`src/rtl/anti_droop_pkg.sv`:
```
// Shared types and helpers for the multi-channel anti-droop IIR corrector.
package anti_droop_pkg;

  typedef enum logic [1:0] {
    ST_IDLE   = 2'd0,
    ST_ACTIVE = 2'd1,
    ST_HOLD   = 2'd2
  } state_e;

  // Clamp a signed value into the range of a signed field of the given width.
  function automatic int sat_dw(input int value, input int width);
    int hi;
    int lo;
    hi = (1 << (width - 1)) - 1;
    lo = -(1 << (width - 1));
    if (value > hi) begin
      return hi;
    end else if (value < lo) begin
      return lo;
    end else begin
      return value;
    end
  endfunction

endpackage

```
`src/rtl/anti_droop_chan.sv`:
```
// One anti-droop channel: weighted integrator, scaled correction added to the
// delayed sample, saturate/wrap/bypass output select and sticky overflow flag.
module anti_droop_chan
  import anti_droop_pkg::*;
#(
  parameter int DW        = 13,
  parameter int TW        = 7,
  parameter int ACC_W     = 48,
  parameter int IIR_SCALE = 15
) (
  input  logic                 clk,
  input  logic                 rst,
  input  logic signed [DW-1:0] din,
  input  logic signed [TW-1:0] tw,
  input  logic                 acc_en,
  input  logic                 acc_clr,
  input  logic                 sat_en,
  input  logic                 bypass,
  input  logic                 oflow_clr,
  output logic        [DW-1:0] dout,
  output logic                 oflow
);

  logic signed [DW-1:0]    din_d_q, din_d_d;
  logic signed [DW+TW-1:0] mult_q, mult_d;
  logic signed [ACC_W-1:0] acc_q, acc_d;
  logic        [DW-1:0]    dout_q, dout_d;
  logic                    oflow_q, oflow_d;

  logic signed [DW-1:0]             corr;
  logic signed [DW:0]               sum;
  logic [ACC_W-IIR_SCALE-DW:0]      top_bits;
  logic                             ovf_cond;

  always_comb begin
    din_d_d = din;
    mult_d  = (DW+TW)'(din) * (DW+TW)'(tw);

    // Clear beats accumulate so a retrigger starts the window from zero.
    acc_d = acc_q;
    if (acc_clr) begin
      acc_d = '0;
    end else if (acc_en) begin
      acc_d = acc_q + {{(ACC_W-DW-TW){mult_q[DW+TW-1]}}, mult_q};
    end

    corr = acc_q[IIR_SCALE+DW-1:IIR_SCALE];
    sum  = {din_d_q[DW-1], din_d_q} + {corr[DW-1], corr};

    if (bypass) begin
      dout_d = din_d_q;
    end else if (sat_en) begin
      dout_d = DW'(sat_dw(int'(sum), DW));
    end else begin
      dout_d = sum[DW-1:0];
    end

    // Scaled accumulator no longer fits the sample width when its upper bits disagree.
    top_bits = acc_q[ACC_W-1:IIR_SCALE+DW-1];
    ovf_cond = !((&top_bits) || (~|top_bits));
    oflow_d  = ovf_cond | (oflow_q & ~oflow_clr);
  end

  always_ff @(posedge clk or posedge rst) begin
    if (rst) begin
      din_d_q <= '0;
      mult_q  <= '0;
      acc_q   <= '0;
      dout_q  <= '0;
      oflow_q <= 1'b0;
    end else begin
      din_d_q <= din_d_d;
      mult_q  <= mult_d;
      acc_q   <= acc_d;
      dout_q  <= dout_d;
      oflow_q <= oflow_d;
    end
  end

  assign dout  = dout_q;
  assign oflow = oflow_q;

endmodule

```
`src/rtl/anti_droop_iir_mc.sv`:
```
// Multi-channel anti-droop corrector top: trigger edge detect, weight staging,
// shared accumulation-window FSM and NCH channel instances.
module anti_droop_iir_mc
  import anti_droop_pkg::*;
#(
  parameter int NCH       = 2,
  parameter int DW        = 13,
  parameter int TW        = 7,
  parameter int ACC_W     = 48,
  parameter int IIR_SCALE = 15,
  parameter int CW        = 16
) (
  input  logic              clk,
  input  logic              rst,
  input  logic              trig,
  input  logic [NCH*DW-1:0] din,
  input  logic [NCH*TW-1:0] tap_weight,
  input  logic [CW-1:0]     win_len,
  input  logic              acc_clr_en,
  input  logic              sat_en,
  input  logic              bypass,
  input  logic              oflow_clr,
  output logic [NCH*DW-1:0] dout,
  output logic [NCH-1:0]    oflow,
  output logic              active,
  output logic [1:0]        dbg_state
);

  logic              trig_a_q, trig_a_d;
  logic              trig_b_q, trig_b_d;
  logic [NCH*TW-1:0] tw_a_q, tw_a_d;
  logic [NCH*TW-1:0] tw_b_q, tw_b_d;
  state_e            state_q, state_d;
  logic [CW-1:0]     cnt_q, cnt_d;

  logic trig_edge;
  logic acc_en;
  logic acc_clr;

  always_comb begin
    trig_a_d  = trig;
    trig_b_d  = trig_a_q;
    tw_a_d    = tap_weight;
    tw_b_d    = tw_a_q;
    trig_edge = trig_a_q & ~trig_b_q;
    acc_en    = (state_q == ST_ACTIVE);
    acc_clr   = trig_edge & acc_clr_en;
  end

  // A loaded count of zero means an unlimited window; it never reaches HOLD.
  always_comb begin
    state_d = state_q;
    cnt_d   = cnt_q;
    case (state_q)
      ST_IDLE: begin
        if (trig_edge) begin
          state_d = ST_ACTIVE;
          cnt_d   = win_len;
        end
      end
      ST_ACTIVE: begin
        if (trig_edge) begin
          cnt_d = win_len;
        end else if (cnt_q != '0) begin
          cnt_d = cnt_q - CW'(1);
          if (cnt_q == CW'(1)) begin
            state_d = ST_HOLD;
          end
        end
      end
      ST_HOLD: begin
        if (trig_edge) begin
          state_d = ST_ACTIVE;
          cnt_d   = win_len;
        end
      end
      default: begin
        state_d = ST_IDLE;
        cnt_d   = '0;
      end
    endcase
  end

  always_ff @(posedge clk or posedge rst) begin
    if (rst) begin
      trig_a_q <= 1'b0;
      trig_b_q <= 1'b0;
      tw_a_q   <= '0;
      tw_b_q   <= '0;
      state_q  <= ST_IDLE;
      cnt_q    <= '0;
    end else begin
      trig_a_q <= trig_a_d;
      trig_b_q <= trig_b_d;
      tw_a_q   <= tw_a_d;
      tw_b_q   <= tw_b_d;
      state_q  <= state_d;
      cnt_q    <= cnt_d;
    end
  end

  assign active    = (state_q == ST_ACTIVE);
  assign dbg_state = state_q;

  for (genvar c = 0; c < NCH; c++) begin : g_chan
    anti_droop_chan #(
      .DW        (DW),
      .TW        (TW),
      .ACC_W     (ACC_W),
      .IIR_SCALE (IIR_SCALE)
    ) u_chan (
      .clk       (clk),
      .rst       (rst),
      .din       (din[c*DW +: DW]),
      .tw        (tw_b_q[c*TW +: TW]),
      .acc_en    (acc_en),
      .acc_clr   (acc_clr),
      .sat_en    (sat_en),
      .bypass    (bypass),
      .oflow_clr (oflow_clr),
      .dout      (dout[c*DW +: DW]),
      .oflow     (oflow[c])
    );
  end

endmodule

```
`config.mk`:
```
export PLATFORM = sky130hd
export DESIGN_NAME = anti_droop_iir_mc
export DESIGN_NICKNAME = d
export VERILOG_FILES = /design/src/rtl/anti_droop_pkg.sv /design/src/rtl/anti_droop_chan.sv /design/src/rtl/anti_droop_iir_mc.sv
export SDC_FILE = /design/constraint.sdc
export NUM_CORES = 1
export LEC_CHECK = 0
export CORE_MARGIN = 2
export CORE_UTILIZATION = 30
export DETAILED_ROUTE_END_ITERATION = 6
export GPL_TIMING_DRIVEN = 0
export HOLD_SLACK_MARGIN = 0.06
export RECOVER_POWER = 25
export SLEW_MARGIN = 20
export SYNTH_ARGS = -nofsm -noshare
export SYNTH_HDL_FRONTEND = slang
export SYNTH_SLANG_ARGS = --single-unit
```
`constraint.sdc`:
```
create_clock -name clk -period 8.74 [get_ports clk]
set_input_delay 2.185 -clock clk [delete_from_list [all_inputs] [get_ports clk]]
set_output_delay 2.185 -clock clk [all_outputs]
set_load 0.005 [all_outputs]
```
==> results of run 1 <==
## cell type report
| class | instances | area (um2) |
|---|---|---|
| Sequential cell | 238 | 5960 |
| Buffer | 81 | 353 |
| Inverter | 242 | 910 |
| Fill cell | 7225 | 45700 |
| Clock buffer | 31 | 743 |
| Clock inverter | 22 | 299 |
| Timing Repair Buffer | 95 | 986 |
| Tap cell | 940 | 1180 |
| Multi-Input combinational cell | 1811 | 14100 |
## path summary, 6_finish.rpt
check / cells after the start / to / slack, ns / startpoint
worst max-delay path: 20 / g_chan[0].u_chan.mult_q[19] / 1.85 / din[5]
worst min-delay path: 0 / tw_b_q[9] / 0.35 / tw_a_q[9]
worst max register to register: 20 / g_chan[0].u_chan.mult_q[19] / 3.45 / tw_b_q[1]
worst min register to register: 0 / tw_b_q[9] / 0.35 / tw_a_q[9]
max in group asynchronous: 2 / g_chan[0].u_chan.mult_q[19] / 4.26 / rst
min in group asynchronous: 2 / g_chan[0].u_chan.dout[1] / 2.92 / rst
## power breakdown
| group | internal [mW] | leakage [nW] | switching, mW |
|---|---|---|---|
| sequential | 1.61 | 2.81 | 0.414 |
| combinational | 3.13 | 7.91 | 3.89 |
| clock | 0.797 | 0.484 | 0.532 |
## worst register-to-register path: stages (launching register included)
cell	delay (ns)
dfrtp_1	0.45
clkbuf_1	0.29
and2_1	0.24
fa_1	0.54
inv_1	0.06
fa_1	0.52
inv_1	0.05
fa_1	0.47
inv_1	0.05
fa_1	0.47
inv_1	0.04
ha_1	0.32
o21ai_0	0.13
a21boi_0	0.26
o21ai_0	0.15
a22oi_1	0.26
a211oi_1	0.16
o31ai_1	0.34
o21ai_0	0.16
a21oi_1	0.16
a31oi_1	0.06
## flip-flops by register name, summed over array words and instances (netlist names)
signal / flops
g_chan.u_chan.acc_q: 96
g_chan.u_chan.mult_q: 40
g_chan.u_chan.din_d_q: 26
g_chan.u_chan.dout: 26
cnt_q: 16
tw_a_q: 14
tw_b_q: 14
dbg_state: 2
g_chan.u_chan.oflow: 2
trig_a_q: 1
trig_b_q: 1
## cells by family after synthesis
| family | count (synthesis) | share of synthesized area (%) |
|---|---|---|
| DFF | 238 | 27.9 |
| buffers and inverters | 323 | 5.91 |
| xor gates and xnor gates | 128 | 5.25 |
| adders and majority gates | 344 | 25.2 |
| muxes | 7 | 0.346 |
| and+or+nand+nor | 749 | 17.6 |
| AOI/OAI and AO/OA | 583 | 17.8 |
## per-stage QoR
| stage | utilization [%] | worst slack (ns) | cell area, um2 | TNS, ns |
|---|---|---|---|---|
| 2_1_floorplan | - | 0.0236 | 21300 | 0 |
| 3_3_place_gp | 33.4 | -3.42 | 23500 | -807.20 |
| 3_5_place_dp | 33.5 | 1.28 | 23500 | 0 |
| 4_1_cts | 34.9 | 1.88 | 24600 | 0 |
| 5_1_grt | 34.9 | 1.46 | 24600 | 0 |
| 6_report | 34.9 | 1.85 | 24600 | 0 |
## placed cells by master, fill, tap and decap left out, drive strengths merged, types with 20 or more instances in the layout
cell | Yosys | layout
clkbuf | 62 | 93
nand3 | 53 | 53
and3 | 24 | 24
nand2b | 24 | 24
xnor2 | 97 | 97
nand2 | 236 | 236
clkdlybuf4s50 | 0 | 50
buf | 19 | 21
dlygate4sd3 | 0 | 43
nor2 | 126 | 126
inv | 241 | 241
a21oi | 232 | 232
dfrtp | 238 | 238
fa | 142 | 142
ha | 202 | 202
xor2 | 31 | 31
nand4 | 21 | 21
or3 | 21 | 21
and2 | 140 | 140
a21o | 63 | 63
a31oi | 20 | 20
nor3 | 35 | 35
o21ai | 117 | 117
## routing by layer
| metal | GRT usage (%) | part of all wire (%) | up-vias |
|---|---|---|---|
| met5 | 0 | 0 | - |
| met4 | 3.61 | 2.1 | 0 |
| met2 | 24.9 | 46 | 267 |
| met1 | 21.2 | 48 | 8254 |
| met3 | 1.69 | 3.3 | 61 |
| li1 | - | - | 8377 |
==> flow_summary.toml, run 1 <==
[sta]
max_freq_mhz = 145
max_slew_margin_pct = -104
slew_viol_final = 67
finalHoldViolCount = 0
whs_ns = 0.346
setup_viol = 0
worstMarginPinSlew_ns = 3.04
finClkSkew_ns = 0.0206
grt_setup_unrepaired = "no"
layout_min_cycle_time_ns = 6.89
period_share_pct = 78.9

[cells_and_area]
area_delta_synth_final_pct = 15.0
fin_nets = 2905
fin_cells = 3460
drive_above_1_share_pct = 5.04
antennaDiodeCount = 0

[clock_network]
cts_tree = "yes"
cts_max_level = 1
ctsResizeCount = 0
cts_setup_buffers = 0
cts-root-buf = "clkbuf_16"
cts_buffers = 29
clock_path_buffers = 3
cts_hold_buf = 0
clock-sinks = 238
clock_latency_ns = 0.59
path_clk_slew_ns = 0.06

[yosys]
yosysSeqAreaShare_pct = 27.9
syn_nets = 2779
synth_area_leaders = "dfrtp_1, fa_1, ha_1, a21oi_1, inv_1"
synth_ff_type = "dfrtp_1"
async_flop_share_pct = 100
synthCells = 2372
synth.top_cell.area_share_pct = 27.9
yosys.cell_count.top_type = "inv_1"
ys_warn_count = 0
synth_top_area_cell = "dfrtp_1"
synth_cell_type_count = 91
synth-edff-count = 0
synth_seq_cells = 238
syn_area_um2 = 21300
synth_common_cells = "inv_1, dfrtp_1, nand2_1"
avgSynthCellArea_um2 = 9.00

[setup_path]
cp.required_ns = 9.18
crit_fanout = 8
crit_family = "adder cells"
worstSetupEndpointType = "flop"
slowest_stage = "dlygate4sd3_1"
cp_cell_sequence = "dlygate4sd3_1, and2_1, fa_1, inv_1, fa_1, inv_1, fa_1, inv_1, fa_1, inv_1, ha_1, o21ai_0, a21boi_0, o21ai_0, a22oi_1, a211oi_1, o31ai_1, o21ai_0, a21oi_1, a31oi_1"
slowest_delay_ns = 0.71
worstPathArrival_ns = 7.33
worstSetupPathType = "in2reg"
start_kind = "input pin"
crit_buf_inv = 5

[detailed_routing]
dr.pass1.iters = 5
dr_total_vias = 16959
route.detailed.drc = 0
drt_iter0_markers = 945
wirelength_um = 55300
antenna_left = 0
avgRoutedWirePerCell_um = 16.0
viasPerCell = 4.90

[run_status]
violations = "capacitance limit, slew limit"
status = "finished with violations"

[hold_path]
hold_class = "reg2reg"

[floorplan]
start_util_pct = 30.4
dieArea_um2 = 73300
core-area_um2 = 70300
die_w_um = 271
ios = 94
rows = 97
die_h_um = 271

[global_route]
antenna_found_initial = 0
grt-ovfl-total = 0
grt_max_degree = 96
grt_pass1_vias = 16855
grt_pass1_wl_um = 90700
grtUsageTotal_pct = 15.1

[flow_run]
maxCapViolCount = 1

[power]
finalPower_mw = 10.4
vdd_ir_drop_max_v = 0.000195
power_density_nw_per_um2 = 422
power.leakage_nw = 11.2

[placed_design]
place_hpwl_um = 42100
gp_congestion = 0.851
port-buffer-count = 93
dp_cells = 3407
Note: power is estimated with default switching activity, not from simulation.
==> run 2: changes to the inputs <==
Clock period 8.74 ns to 6.41 ns, I/O delays scaled along.
==> flow_summary.toml, run 2 (synthesized netlist as in run 1, its figures left out) <==
[run_status]
status = "finished with violations"
violations = "capacitance limit, slew limit"

[clock_network]
cts_max_level = 1
clock_path_buffers = 3
cts_tree = "yes"
clock-sinks = 238
cts_setup_buffers = 0
cts_buffers = 31
path_clk_slew_ns = 0.06
cts-root-buf = "clkbuf_16"
clock_latency_ns = 0.60

[detailed_routing]
antenna_left = 0
wirelength_um = 55300
dr.pass1.iters = 5
drt_iter0_markers = 1039
route.detailed.drc = 0
viasPerCell = 4.91
avgRoutedWirePerCell_um = 16.0
dr_total_vias = 17003

[flow_run]
maxCapViolCount = 2

[floorplan]
dieArea_um2 = 73300
ios = 94
die_h_um = 271
start_util_pct = 30.4
rows = 97
die_w_um = 271
core-area_um2 = 70300

[power]
intPower_mw = 7.39
p_sw_share_pct = 47.0
vdd_ir_drop_max_v = 0.000238
pwr-share-seq_pct = 19.7
finalPower_mw = 14.0
power_density_nw_per_um2 = 571
power_switching_mw = 6.57
share_comb_of_total_power_pct = 68.5
clock_power_share_pct = 11.7
power.leakage_nw = 11.2

[sta]
worstMarginPinSlew_ns = 1.76
finalHoldViolCount = 0
layout_min_cycle_time_ns = 6.16
slew_viol_final = 59
max_slew_margin_pct = -17.6
setup_slack_ns = 0.249
finClkSkew_ns = 0.0365
grt_setup_unrepaired = "no"
max_freq_mhz = 162
setup_viol = 0
period_share_pct = 96.1
fin_tns_setup_ns = 0

[global_route]
grt-ovfl-total = 0
grt_max_degree = 35
grt_pass1_vias = 17063
antenna_found_initial = 1
grtUsageTotal_pct = 15.2
grt_pass1_wl_um = 91100

[cells_and_area]
multi_input_area_um2 = 14100
fin_nets = 2913
drive_above_1_share_pct = 4.91
final_util_pct = 34.8
largest_reg_flops = 96
area_delta_synth_final_pct = 14.6
reg.largest.list = "g_chan.u_chan.acc_q x96, g_chan.u_chan.mult_q x40"
final_cell_mix = "inv_1, nand2_1, dfrtp_1"
regMostFlops = "g_chan.u_chan.acc_q"
n_fill_cell = 7251
seq_area_um2 = 5960
antennaDiodeCount = 0
final_common_cell = "inv_1"

[setup_path]
worstSetupPathType = "in2reg"
worstPathArrival_ns = 6.63
r2r-start = "tw_b_q[1]"
rr_worst_depth = 20
cp.required_ns = 6.88
crit_fanout = 8
worstSetupEndpointType = "flop"
timing.rr.end = "g_chan[0].u_chan.mult_q[19]"
r2r_slack_ns = 1.11
start_kind = "input pin"

[hold_path]
hold_end = "tw_b_q[7]"
worstHoldStart = "tw_a_q[7]"
hold_class = "reg2reg"
hold_path_depth = 0

[placed_design]
gp_congestion = 0.836
place_hpwl_um = 42500
port-buffer-count = 93
post-place-ws_ns = -0.508
[run 2: power groups by stage]
stage / Combinational (mW) / Clock, mW / Sequential [mW]
6_report: 9.57 / 1.64 / 2.75
5_1_grt: 10.9 / 1.75 / 2.83
4_1_cts: 9.58 / 1.70 / 2.75
3_5_place_dp: 9.51 / 0 / 2.77
3_3_place_gp: 9.43 / 0 / 2.77
2_1_floorplan: 7.60 / 0 / 2.56
[run 2: area by class of cell]
type                       instances  share of cell area (%)
multi-input combinational       1811                    57.8
buffer                            81                    1.44
tap                              940                    4.81
timing repair buffer             101                    4.06
inverter                         242                    3.72
clock buffer                      44                    3.58
clock inverter                     9                   0.261
sequential                       238                    24.4
[run 2: how the worst max path moves through the flow]
stage,slack (ns),start,end
4_1_cts,0.13,din[4],g_chan[0].u_chan.mult_q[18]
3_5_place_dp,-0.51,din[4],g_chan[0].u_chan.mult_q[19]
6_report,0.25,din[2],g_chan[0].u_chan.mult_q[19]
5_1_grt,0.01,din[15],g_chan[1].u_chan.mult_q[19]
2_1_floorplan,0.74,din[5],g_chan[0].u_chan.mult_q[19]
3_3_place_gp,-0.41,din[5],g_chan[0].u_chan.mult_q[19]
[run 2: repair_timing]
| action | CTS | global route |
|---|---|---|
| endpoints found under the hold margin | 0 | 0 |
| hold buffers | 0 | 0 |
| gates resized for setup | 0 | 10 |
| endpoints found under the setup margin | 0 | 5 |
[run 2: worst max-delay path, stage by stage]
cell and delay [ns]:
dlygate4sd3_1 0.76, nand2_1 0.14, fa_1 0.52, fa_1 0.50
inv_1 0.05, fa_1 0.47, inv_1 0.05, fa_1 0.48
inv_1 0.04, ha_1 0.32, o21ai_0 0.13, a21boi_0 0.29
o21ai_0 0.15, a22oi_1 0.26, a211oi_1 0.15, o31ai_1 0.34
o21ai_0 0.15, a21oi_1 0.16, a31oi_1 0.05
[run 2: metrics by stage]
step                instance area, um2  hold slack, ns  std cells
global route                     24500           0.352       3466
finish                           24500           0.345       3466
CTS                              24600           0.348       3466
global placement                 23500           0.332       3405
floorplan                        21300           0.331       2372
detailed placement               23600           0.335       3413
[run 2: layer usage]
metal	up-vias	GRT usage (%)	wire, um
li1	8403	-	-
met1	8174	20.6	25900
met2	342	25.0	25200
met3	84	2.17	2600
met4	0	4.74	1560
met5	-	0	0
==> run 3: changes to the inputs <==
--- a/config.mk
+++ b/config.mk
@@ -12,4 +12,5 @@
 export HOLD_SLACK_MARGIN = 0.06
 export RECOVER_POWER = 25
+export SKIP_LAST_GASP = 1
 export SLEW_MARGIN = 20
 export SYNTH_ARGS = -nofsm -noshare
==> constraint.sdc (replaced) <==
create_clock -name clk -period 6.41 [get_ports clk]
set_input_delay 1.6025 -clock clk [delete_from_list [all_inputs] [get_ports clk]]
set_output_delay 1.6025 -clock clk [all_outputs]
set_load 0.05 [all_outputs]
==> results of run 3 <==
The final DEF is identical to that of run 2. Status: finished with violations: capacitance limit, slew limit.
Main changes from that run: total power 14.0 mW -> 14.3 mW; worst IR drop on VDD 0.000238 V -> 0.000247 V
